==> src/rtl/song_pkg.sv <==
// Shared types, constants and song contents for the song sequencer.
package song_pkg;

  localparam int SONG_HP_W = 15;
  localparam int SONG_LEN  = 4;

  localparam logic [SONG_HP_W-1:0] REST_HP = '0;
  localparam logic [7:0]           END_DUR = '0;

  typedef struct packed {
    logic [SONG_HP_W-1:0] half_period;
    logic [7:0]           duration;
  } note_t;

  typedef enum logic [2:0] {
    S_IDLE,
    S_LOAD,
    S_PLAY,
    S_GAP,
    S_DONE
  } state_t;

  localparam note_t SONG [SONG_LEN] = '{
    '{half_period: 15'd28408, duration: 8'd2},
    '{half_period: 15'd0,     duration: 8'd1},
    '{half_period: 15'd20408, duration: 8'd3},
    '{half_period: 15'd0,     duration: 8'd0}
  };

  // Entries past the stored song read back as end markers.
  function automatic note_t song_entry(input int i);
    song_entry = '{half_period: REST_HP, duration: END_DUR};
    for (int k = 0; k < SONG_LEN; k++) begin
      if (k == i) song_entry = SONG[k];
    end
  endfunction

endpackage

==> src/rtl/note_rom.sv <==
// Synchronous-read note table built from the song in song_pkg.
module note_rom
  import song_pkg::*;
#(
  parameter int IDX_W = 5
) (
  input  logic             clk,
  input  logic [IDX_W-1:0] addr,
  output note_t            data
);

  always_ff @(posedge clk) begin
    data <= song_entry(int'(addr));
  end

endmodule

==> src/rtl/song_sequencer.sv <==
// Steps through the note table, driving half-period and enable for an
// external square-wave tone generator, with start/stop/loop control.
module song_sequencer
  import song_pkg::*;
#(
  parameter  int NOTE_COUNT = 32,
  parameter  int TICK_DIV   = 1_250_000,
  parameter  int GAP_TICKS  = 2,
  parameter  int HP_W       = 15,
  localparam int IDX_W      = $clog2(NOTE_COUNT)
) (
  input  logic             clk,
  input  logic             reset,
  input  logic             start,
  input  logic             stop,
  input  logic             loop,
  output logic [HP_W-1:0]  note_value,
  output logic             tone_en,
  output logic [IDX_W-1:0] note_index,
  output logic             busy,
  output logic             done
);

  localparam int               TICK_W    = (TICK_DIV > 1) ? $clog2(TICK_DIV) : 1;
  localparam logic [TICK_W-1:0] TICK_LAST = TICK_W'(TICK_DIV - 1);
  localparam logic [IDX_W-1:0]  LAST_IDX  = IDX_W'(NOTE_COUNT - 1);
  localparam logic [7:0]        GAP_DUR   = 8'(GAP_TICKS);

  state_t            state_q, state_d;
  logic [IDX_W-1:0]  idx_q, idx_d;
  logic [TICK_W-1:0] tick_q, tick_d;
  logic [7:0]        dur_q, dur_d;
  logic [HP_W-1:0]   hp_q, hp_d;
  logic              ton_q, ton_d;
  logic              tick, seg_end, next_note, end_song;
  note_t             rom_q;

  // The ROM is addressed with the next index so its registered output is
  // already valid during the single LOAD cycle.
  note_rom #(.IDX_W(IDX_W)) u_rom (
    .clk  (clk),
    .addr (idx_d),
    .data (rom_q)
  );

  always_ff @(posedge clk or posedge reset) begin
    if (reset) begin
      state_q <= S_IDLE;
      idx_q   <= '0;
      tick_q  <= '0;
      dur_q   <= '0;
      hp_q    <= '0;
      ton_q   <= 1'b0;
    end else begin
      state_q <= state_d;
      idx_q   <= idx_d;
      tick_q  <= tick_d;
      dur_q   <= dur_d;
      hp_q    <= hp_d;
      ton_q   <= ton_d;
    end
  end

  always_comb begin
    state_d   = state_q;
    idx_d     = idx_q;
    tick_d    = tick_q;
    dur_d     = dur_q;
    hp_d      = hp_q;
    ton_d     = ton_q;
    tick      = (tick_q == TICK_LAST);
    seg_end   = tick && (dur_q == 8'd1);
    next_note = 1'b0;
    end_song  = 1'b0;

    unique case (state_q)
      S_IDLE: begin
        if (start) begin
          state_d = S_LOAD;
          idx_d   = '0;
        end
      end
      S_LOAD: begin
        if (rom_q.duration == END_DUR) begin
          end_song = 1'b1;
        end else begin
          state_d = S_PLAY;
          tick_d  = '0;
          dur_d   = rom_q.duration;
          hp_d    = HP_W'(rom_q.half_period);
          ton_d   = (rom_q.half_period != REST_HP);
        end
      end
      S_PLAY: begin
        tick_d = tick ? '0 : tick_q + TICK_W'(1);
        if (tick) dur_d = dur_q - 8'd1;
        if (seg_end) begin
          hp_d  = '0;
          ton_d = 1'b0;
          if (GAP_TICKS == 0) begin
            next_note = 1'b1;
          end else begin
            state_d = S_GAP;
            tick_d  = '0;
            dur_d   = GAP_DUR;
          end
        end
      end
      S_GAP: begin
        tick_d = tick ? '0 : tick_q + TICK_W'(1);
        if (tick) dur_d = dur_q - 8'd1;
        if (seg_end) next_note = 1'b1;
      end
      S_DONE: begin
        state_d = S_IDLE;
        idx_d   = '0;
      end
      default: state_d = S_IDLE;
    endcase

    if (next_note) begin
      if (idx_q == LAST_IDX) begin
        end_song = 1'b1;
      end else begin
        state_d = S_LOAD;
        idx_d   = idx_q + IDX_W'(1);
      end
    end

    if (end_song) begin
      if (loop) begin
        state_d = S_LOAD;
        idx_d   = '0;
      end else begin
        state_d = S_DONE;
      end
    end

    // Abort wins over everything else and leaves no done pulse behind.
    if (stop) begin
      state_d = S_IDLE;
      idx_d   = '0;
      tick_d  = '0;
      dur_d   = '0;
      hp_d    = '0;
      ton_d   = 1'b0;
    end
  end

  assign note_value = hp_q;
  assign tone_en    = ton_q;
  assign note_index = idx_q;
  assign busy       = (state_q == S_LOAD) || (state_q == S_PLAY) || (state_q == S_GAP);
  assign done       = (state_q == S_DONE);

endmodule

==> config.mk <==
export PLATFORM = sky130hd
export DESIGN_NAME = song_sequencer
export DESIGN_NICKNAME = d
export VERILOG_FILES = /design/src/rtl/song_pkg.sv /design/src/rtl/note_rom.sv /design/src/rtl/song_sequencer.sv
export SDC_FILE = /design/constraint.sdc
export NUM_CORES = 1
export LEC_CHECK = 0
export BUFFER_PORTS_ARGS = -buffer_cell sky130_fd_sc_hd__clkbuf_2
export CAP_MARGIN = 15
export CORE_AREA = 2 2 74 76
export CTS_BUF_LIST = sky130_fd_sc_hd__clkbuf_8
export DETAILED_ROUTE_END_ITERATION = 8
export DIE_AREA = 0 0 76 78
export PLACE_DENSITY = 0.83
export SETUP_SLACK_MARGIN = 0.15
export SYNTH_ARGS = -nofsm -noshare
export SYNTH_HDL_FRONTEND = slang
export SYNTH_SLANG_ARGS = --single-unit
==> constraint.sdc <==
create_clock -name clk -period 3.8 [get_ports clk]
set_clock_uncertainty 0.2 [all_clocks]
set_input_delay 0.19 -clock clk [delete_from_list [all_inputs] [get_ports clk]]
set_output_delay 0.19 -clock clk [all_outputs]
set_load 0.02 [all_outputs]
-- Yosys cells after proc, flatten, opt, wreduce, memory -nomap -nowiden
Index checks and enable logic that the tools add are counted.
- input bits: 5
- output and inout bits: 23
- logic and storage cells: 80
- bits in registers: 76
- reduce and logical (&&, ||, !) cells: 12
- add/sub/neg operators: 3
- eq/ne operators: 12
- muxes and demuxes: 43
- operators with widths (operator ; number):
    $mux W21 ; 4
    $mux W23 ; 3
    $pmux W21 S3 ; 1
    $mux W15 ; 3
    $mux W8 ; 4
    $mux W5 ; 6
    $pmux W15 S2 ; 1
    $mux W3 ; 8
    $pmux W8 S3 ; 1
    $add A21 B1 Y21 const B ; 1
    $eq A21 B21 Y1 const B ; 1
    $reduce_bool A15 Y1 ; 1
    $pmux W3 S4 ; 1
    $eq A3 B5 Y1 const A ; 2
    $pmux W5 S2 ; 1
    $mux W1 ; 9
    $eq A8 B1 Y1 const B ; 1
    $logic_not A8 Y1 ; 1
    $sub A8 B1 Y8 const B ; 1
    $eq A3 B2 Y1 const B ; 2
    $ne A3 B3 Y1 const B ; 2
    $add A5 B1 Y5 const B ; 1
    $eq A2 B5 Y1 const A ; 1
    $eq A5 B5 Y1 const B ; 1
    other kinds (12) ; 13

-- Depth between registers and ports, before layout
- depth after elaboration: 12
- depth in mapped cells: 8
- mapped depth without buffers: 7

-- Modules after synthesis
A second synthesis with hierarchy kept.
- cells, all modules: 319
- area total of the unflattened synthesis: 3198.1 sq um
- by module, submodules not included (module ; seq. area each (sq um) ; area each (sq um) ; times used ; cells an instance):
    song_sequencer ; 1326.3 ; 2930.3 ; 1 ; 290
    note_rom ; 80.1 ; 267.8 ; 1 ; 29

-- Worst setup path after synthesis
OpenSTA, ideal clock, no wires.
- kind: reg2reg
- start point: register idx_q[0], in the netlist note_index[0]
- end point: register u_rom.data[14] (netlist bit)
- data required time: 3516 ps
- path buffers: 1
- arrival: 2554 ps
- setup time: 84 ps
- clock period less this slack: 2838 ps
- cell stages (with the launch flop): 9
- path slack: 962 ps
- path through: dfrtp_1 > ha_1 > and3_1 > ha_1 > or3_1 > or4_1 > buf_6 > mux2_4 > o31ai_2
- longest elaborated chain between the ends: 9
- elaborated cells on any way between the ends: 17
- classes of those cells: add/sub (1); eq/ne (4); mux (10); reduce/logical (2)
- ends and longest elaborated chain (item ; line ; text):
    from (decl) ; song_sequencer.sv:30 ; logic [IDX_W-1:0] idx_q, idx_d;
    from (signal assigned) ; song_sequencer.sv:56 ; idx_q <= idx_d;
    branches (longest 5 deep; another with $add A5 B1 Y5) ; n/a ;
    $mux W5 (*) ; song_sequencer.sv:130 ; if (end_song) begin
    $mux W5 (*) ; song_sequencer.sv:140 ; if (stop) begin
    $eq A3 B5 Y1 (tied with other cells) ; song_pkg.sv:34 ; if (k == i) song_entry = SONG[k];
    $reduce_or A3 Y1 (no line) or $mux W23 (tied branches) ; n/a ;
    to (signal assigned) ; note_rom.sv:13 ; data <= song_entry(int'(addr));
    to (decl) ; note_rom.sv:9 ; output note_t data
Mark *: on every way between the ends.
A chain may end at the register's enable or synchronous reset.

-- Worst setup path in the final report
- start point: register idx_q[0], in the netlist note_index[0]
- end point: register u_rom.data[19] (netlist bit)
- longest elaborated chain between the ends: 11
- elaborated cells on any way between the ends: 18
- classes of those cells: add/sub (1); eq/ne (4); mux (12); reduce/logical (1)
- ends and longest elaborated chain (item ; line):
    branches (longest 5 deep; another with $add A5 B1 Y5) ; n/a
    $mux W5 (*) ; song_sequencer.sv:130
    $mux W5 (*) ; song_sequencer.sv:140
    $logic_not A5 Y1 ; song_pkg.sv:34
    $mux W23 (3 in a row) ; song_pkg.sv:34
Marks and branches as above.

==> impl_metrics.py <==
metrics = {
    "outcome": {
        "run_status": "complete, no violations",
    },
    "timing": {
        "rsz0062_at_grt": "false",
        "fin_crit_share": 0.783,
        "totalNegativeSetupSlack_ns": 0,
        "tmin_final_ns": 2.98,
        "maxSlewViolCount": 0,
        "clock.fmax_mhz": 336,
        "setup_viol": 0,
        "worstMarginPinSlew_ns": 0.961,
        "relSlewSlack": 0.357,
        "final_hold_viol_count": 0,
    },
    "synthesis": {
        "library_cell_occupying_the_most_area_in_the_post_synthesis_netlist": "sky130_fd_sc_hd__dfrtp_1",
        "number_of_flops_mapped_to_enable_cells_by_yosys": 0,
        "synth.area.top_cells": "sky130_fd_sc_hd__dfrtp_1, sky130_fd_sc_hd__a21oi_1, sky130_fd_sc_hd__xor2_1",
        "synth_warnings": 0,
        "yosys.cell_count.top_type": "sky130_fd_sc_hd__dfrtp_1",
        "syn-cell-area_sq_um": 2720,
        "synth.top_cell.area_share": 0.377,
        "synth.ff_latch_count": 45,
        "syn_avg_cell_area_sq_um": 9.28,
        "synth_cells": 293,
        "yosysSeqAreaShare": 0.407,
        "synthTopCellsByCount": "sky130_fd_sc_hd__dfrtp_1, sky130_fd_sc_hd__nor2_1, sky130_fd_sc_hd__a21oi_1",
        "synth-main-ff-cell": "sky130_fd_sc_hd__dfrtp_1",
        "netlist-cell-type-count": 62,
        "synthArstFlopShare": 0.911,
    },
    "detailed_routing": {
        "detail_route.drc_violations": 0,
        "routed_wl_microns": 5700,
        "drtAntennaViolNets": 0,
        "route.vias.total": 2294,
        "routed_via_density": 6.04,
        "number_of_detailed_routing_iterations_run_before_antenna_repair": 6,
        "routedWlPerCell_microns": 15.0,
        "drtIter0Drc": 199,
    },
    "worst_setup_path": {
        "setup.worst_path.start": "note_index[0]",
        "worstPathCellList": "ha_1 -> and3_1 -> ha_1 -> or3_1 -> or4_1 -> mux2i_1 -> o21ai_0",
        "startpoint_of_the_worst_slack_reg_to_reg_timing_path": "note_index[0]",
        "crit_arrival_ns": 2.95,
        "critPathRequiredTime_ns": 3.78,
        "library_cell_appearing_most_often_on_the_critical_path": "sky130_fd_sc_hd__ha_1",
        "start_kind": "flip-flop",
        "slowest_delay_ns": 0.62,
        "cp_slowest_cell": "sky130_fd_sc_hd__or4_1",
        "cp.buffers_inverters": 0,
        "timing.critical_path.max_delay_family": "simple AND/OR/NAND/NOR gates",
        "critPathMaxFanout": 9,
        "timing.setup.critical_path_class": "reg2reg",
        "timing.critical_path.to_type": "flip-flop",
    },
    "clock_network": {
        "path_clk_slew_ns": 0.08,
        "tritoncts": "done",
        "worst_case_clock_buffer_depth": 2,
        "h-tree-depth": 2,
        "cts-buffers-inserted": 5,
        "post_cts_setup_repair_bufs": 0,
        "postCtsHoldBufs": 2,
        "cts.repair.resized": 0,
        "ctsRootBufferMaster": "sky130_fd_sc_hd__clkbuf_8",
        "cts_sinks": 45,
        "worstSkewPairLatency_ns": 0.30,
    },
    "place": {
        "dp_hpwl_microns": 4060,
        "port-buffer-count": 23,
        "place_inst": 369,
        "gp_routability_congestion": 0.916,
    },
    "layout": {
        "synthToLayoutAreaGrowth_pct": 8.10,
        "drive_gt1_frac": 0.155,
        "final_core_util": 0.583,
        "final-instance-count-excl-fill": 380,
        "num_antenna_cells": 0,
        "number_of_nets_in_the_finished_design": 319,
        "fill_cells": 436,
    },
    "die": {
        "initial_utilization": 0.539,
        "core-area_sq_um": 5040,
        "die_height_microns": 78,
        "boundaryPins": 28,
        "rows": 26,
        "floorplan.die_area_sq_um": 5930,
        "die_width_microns": 76,
    },
    "global_route": {
        "grt_max_degree": 31,
        "via_count_of_the_first_global_routing_pass": 2112,
        "aggregate_global_route_resource_usage": 0.197,
        "grt_pass1_wl_microns": 9580,
        "grt_overflow": 0,
        "antenna_found_initial": 0,
    },
    "power_and_ir_drop": {
        "cellPowerDensity_nw_per_um2": 315,
        "comb_power_share": 0.153,
        "power_frac_clock": 0.303,
        "total_power_uw": 925,
        "switching_share": 0.293,
        "switchingPower_uw": 271,
        "share_seq_of_total_power": 0.544,
        "static-leakage-power_nw": 1.27,
        "cellInternalPower_uw": 654,
        "ir_drop_uv": 189,
    },
    "hold_path": {
        "hold_class": "in2reg",
        "hold_start": "start",
    },
    "job": {
        "drv.max_cap_violation_count": 0,
    },
}
## path summary, 6_finish.rpt
| path | to | slack (ns) | depth (start not counted) |
|---|---|---|---|
| max | u_rom.data[19] | 0.82 | 7 |
| min | state_q[0] | 0.08 | 4 |
| max reg2reg | u_rom.data[19] | 0.82 | 7 |
| min reg2reg | note_value[8] | 0.28 | 1 |
| max in group asynchronous | note_value[8] | 2.51 | 5 |
| min in group asynchronous | state_q[0] | 0.20 | 3 |
## registers in the layout (all words and copies together) (netlist names)
signal      count
tick_q         21
note_index      5
u_rom.data      4
dur_q           8
state_q         3
note_value      3
tone_en         1
## cell usage in the layout, fill, tap and decap left out, drive strengths merged, types with 4 or more instances in the layout
| cell type | synthesis | layout |
|---|---|---|
| and4 | 5 | 5 |
| and3 | 5 | 5 |
| and2 | 7 | 7 |
| nand4 | 6 | 6 |
| conb | 1 | 4 |
| or2 | 4 | 4 |
| nor2 | 22 | 22 |
| or4 | 4 | 4 |
| a21oi | 20 | 20 |
| dfrtp | 41 | 41 |
| nand3 | 6 | 6 |
| clkbuf | 8 | 28 |
| o211ai | 6 | 6 |
| dfxtp | 4 | 4 |
| inv | 10 | 13 |
| or3 | 12 | 12 |
| nand2 | 16 | 16 |
| nor3 | 10 | 10 |
| a22o | 5 | 5 |
| o21ai | 19 | 19 |
| ha | 5 | 5 |
| nor4 | 5 | 5 |
| o2111ai | 5 | 5 |
| o31ai | 7 | 7 |
| xor2 | 11 | 11 |
## cell families (layout without fill, tap and decap cells)
| kind of cell | after synthesis | after routing | share of synthesized area |
|---|---|---|---|
| multiplexers | 5 | 5 | 0.0207 |
| adder cells (fa/ha/maj) | 5 | 5 | 0.0230 |
| XOR/XNOR | 12 | 12 | 0.0387 |
| AND/OR/NAND/NOR | 107 | 107 | 0.234 |
| other | 1 | 4 | 0.00138 |
| buffers and inverters | 32 | 46 | 0.0640 |
| AO/OA/AOI/OAI | 86 | 86 | 0.212 |
| flip-flops | 45 | 45 | 0.407 |
## power by group through the flow
stage,logic (mW),registers (mW),clock network [mW]
CTS,0.139,0.502,0.290
global placement,0.134,0.512,0
floorplan,0.113,0.510,0
global route,0.156,0.505,0.305
finish,0.142,0.503,0.280
detailed placement,0.137,0.512,0
## worst reg2reg max path, cell delays in order, from the launching register on
cell	delay [ns]
sky130_fd_sc_hd__dfrtp_1	0.46
sky130_fd_sc_hd__ha_1	0.26
sky130_fd_sc_hd__and3_1	0.19
sky130_fd_sc_hd__ha_1	0.21
sky130_fd_sc_hd__or3_1	0.40
sky130_fd_sc_hd__or4_1	0.62
sky130_fd_sc_hd__mux2i_1	0.40
sky130_fd_sc_hd__o21ai_0	0.13
## per-stage QoR
step | instance area [sq um] | worst slack [ns] | hold WS, ns
floorplan | 2730 | 0.962 | 0.0625
global placement | 2810 | 0.915 | 0.234
detailed placement | 2810 | 0.851 | 0.230
CTS | 2910 | 0.831 | 0.0791
global route | 2940 | 0.614 | 0.108
finish | 2940 | 0.824 | 0.0797
## metal layers
metal | share of wire | GRT usage
met5 | 0 | 0
met4 | 0.015 | 0.0873
met3 | 0.056 | 0.0302
met2 | 0.48 | 0.326
met1 | 0.45 | 0.258
## area by class of cell
class,count,area (sq um),share of cell area
inverters,10,37.5,0.0128
flip-flops and latches,45,1110,0.376
repair buffers,28,178,0.0605
well taps,70,87.6,0.0298
clock buffers,5,68.8,0.0234
multi-input cells,219,1450,0.493
clock inverters,3,11.3,0.00383
No activity file was read; power rests on OpenSTA's default activity.
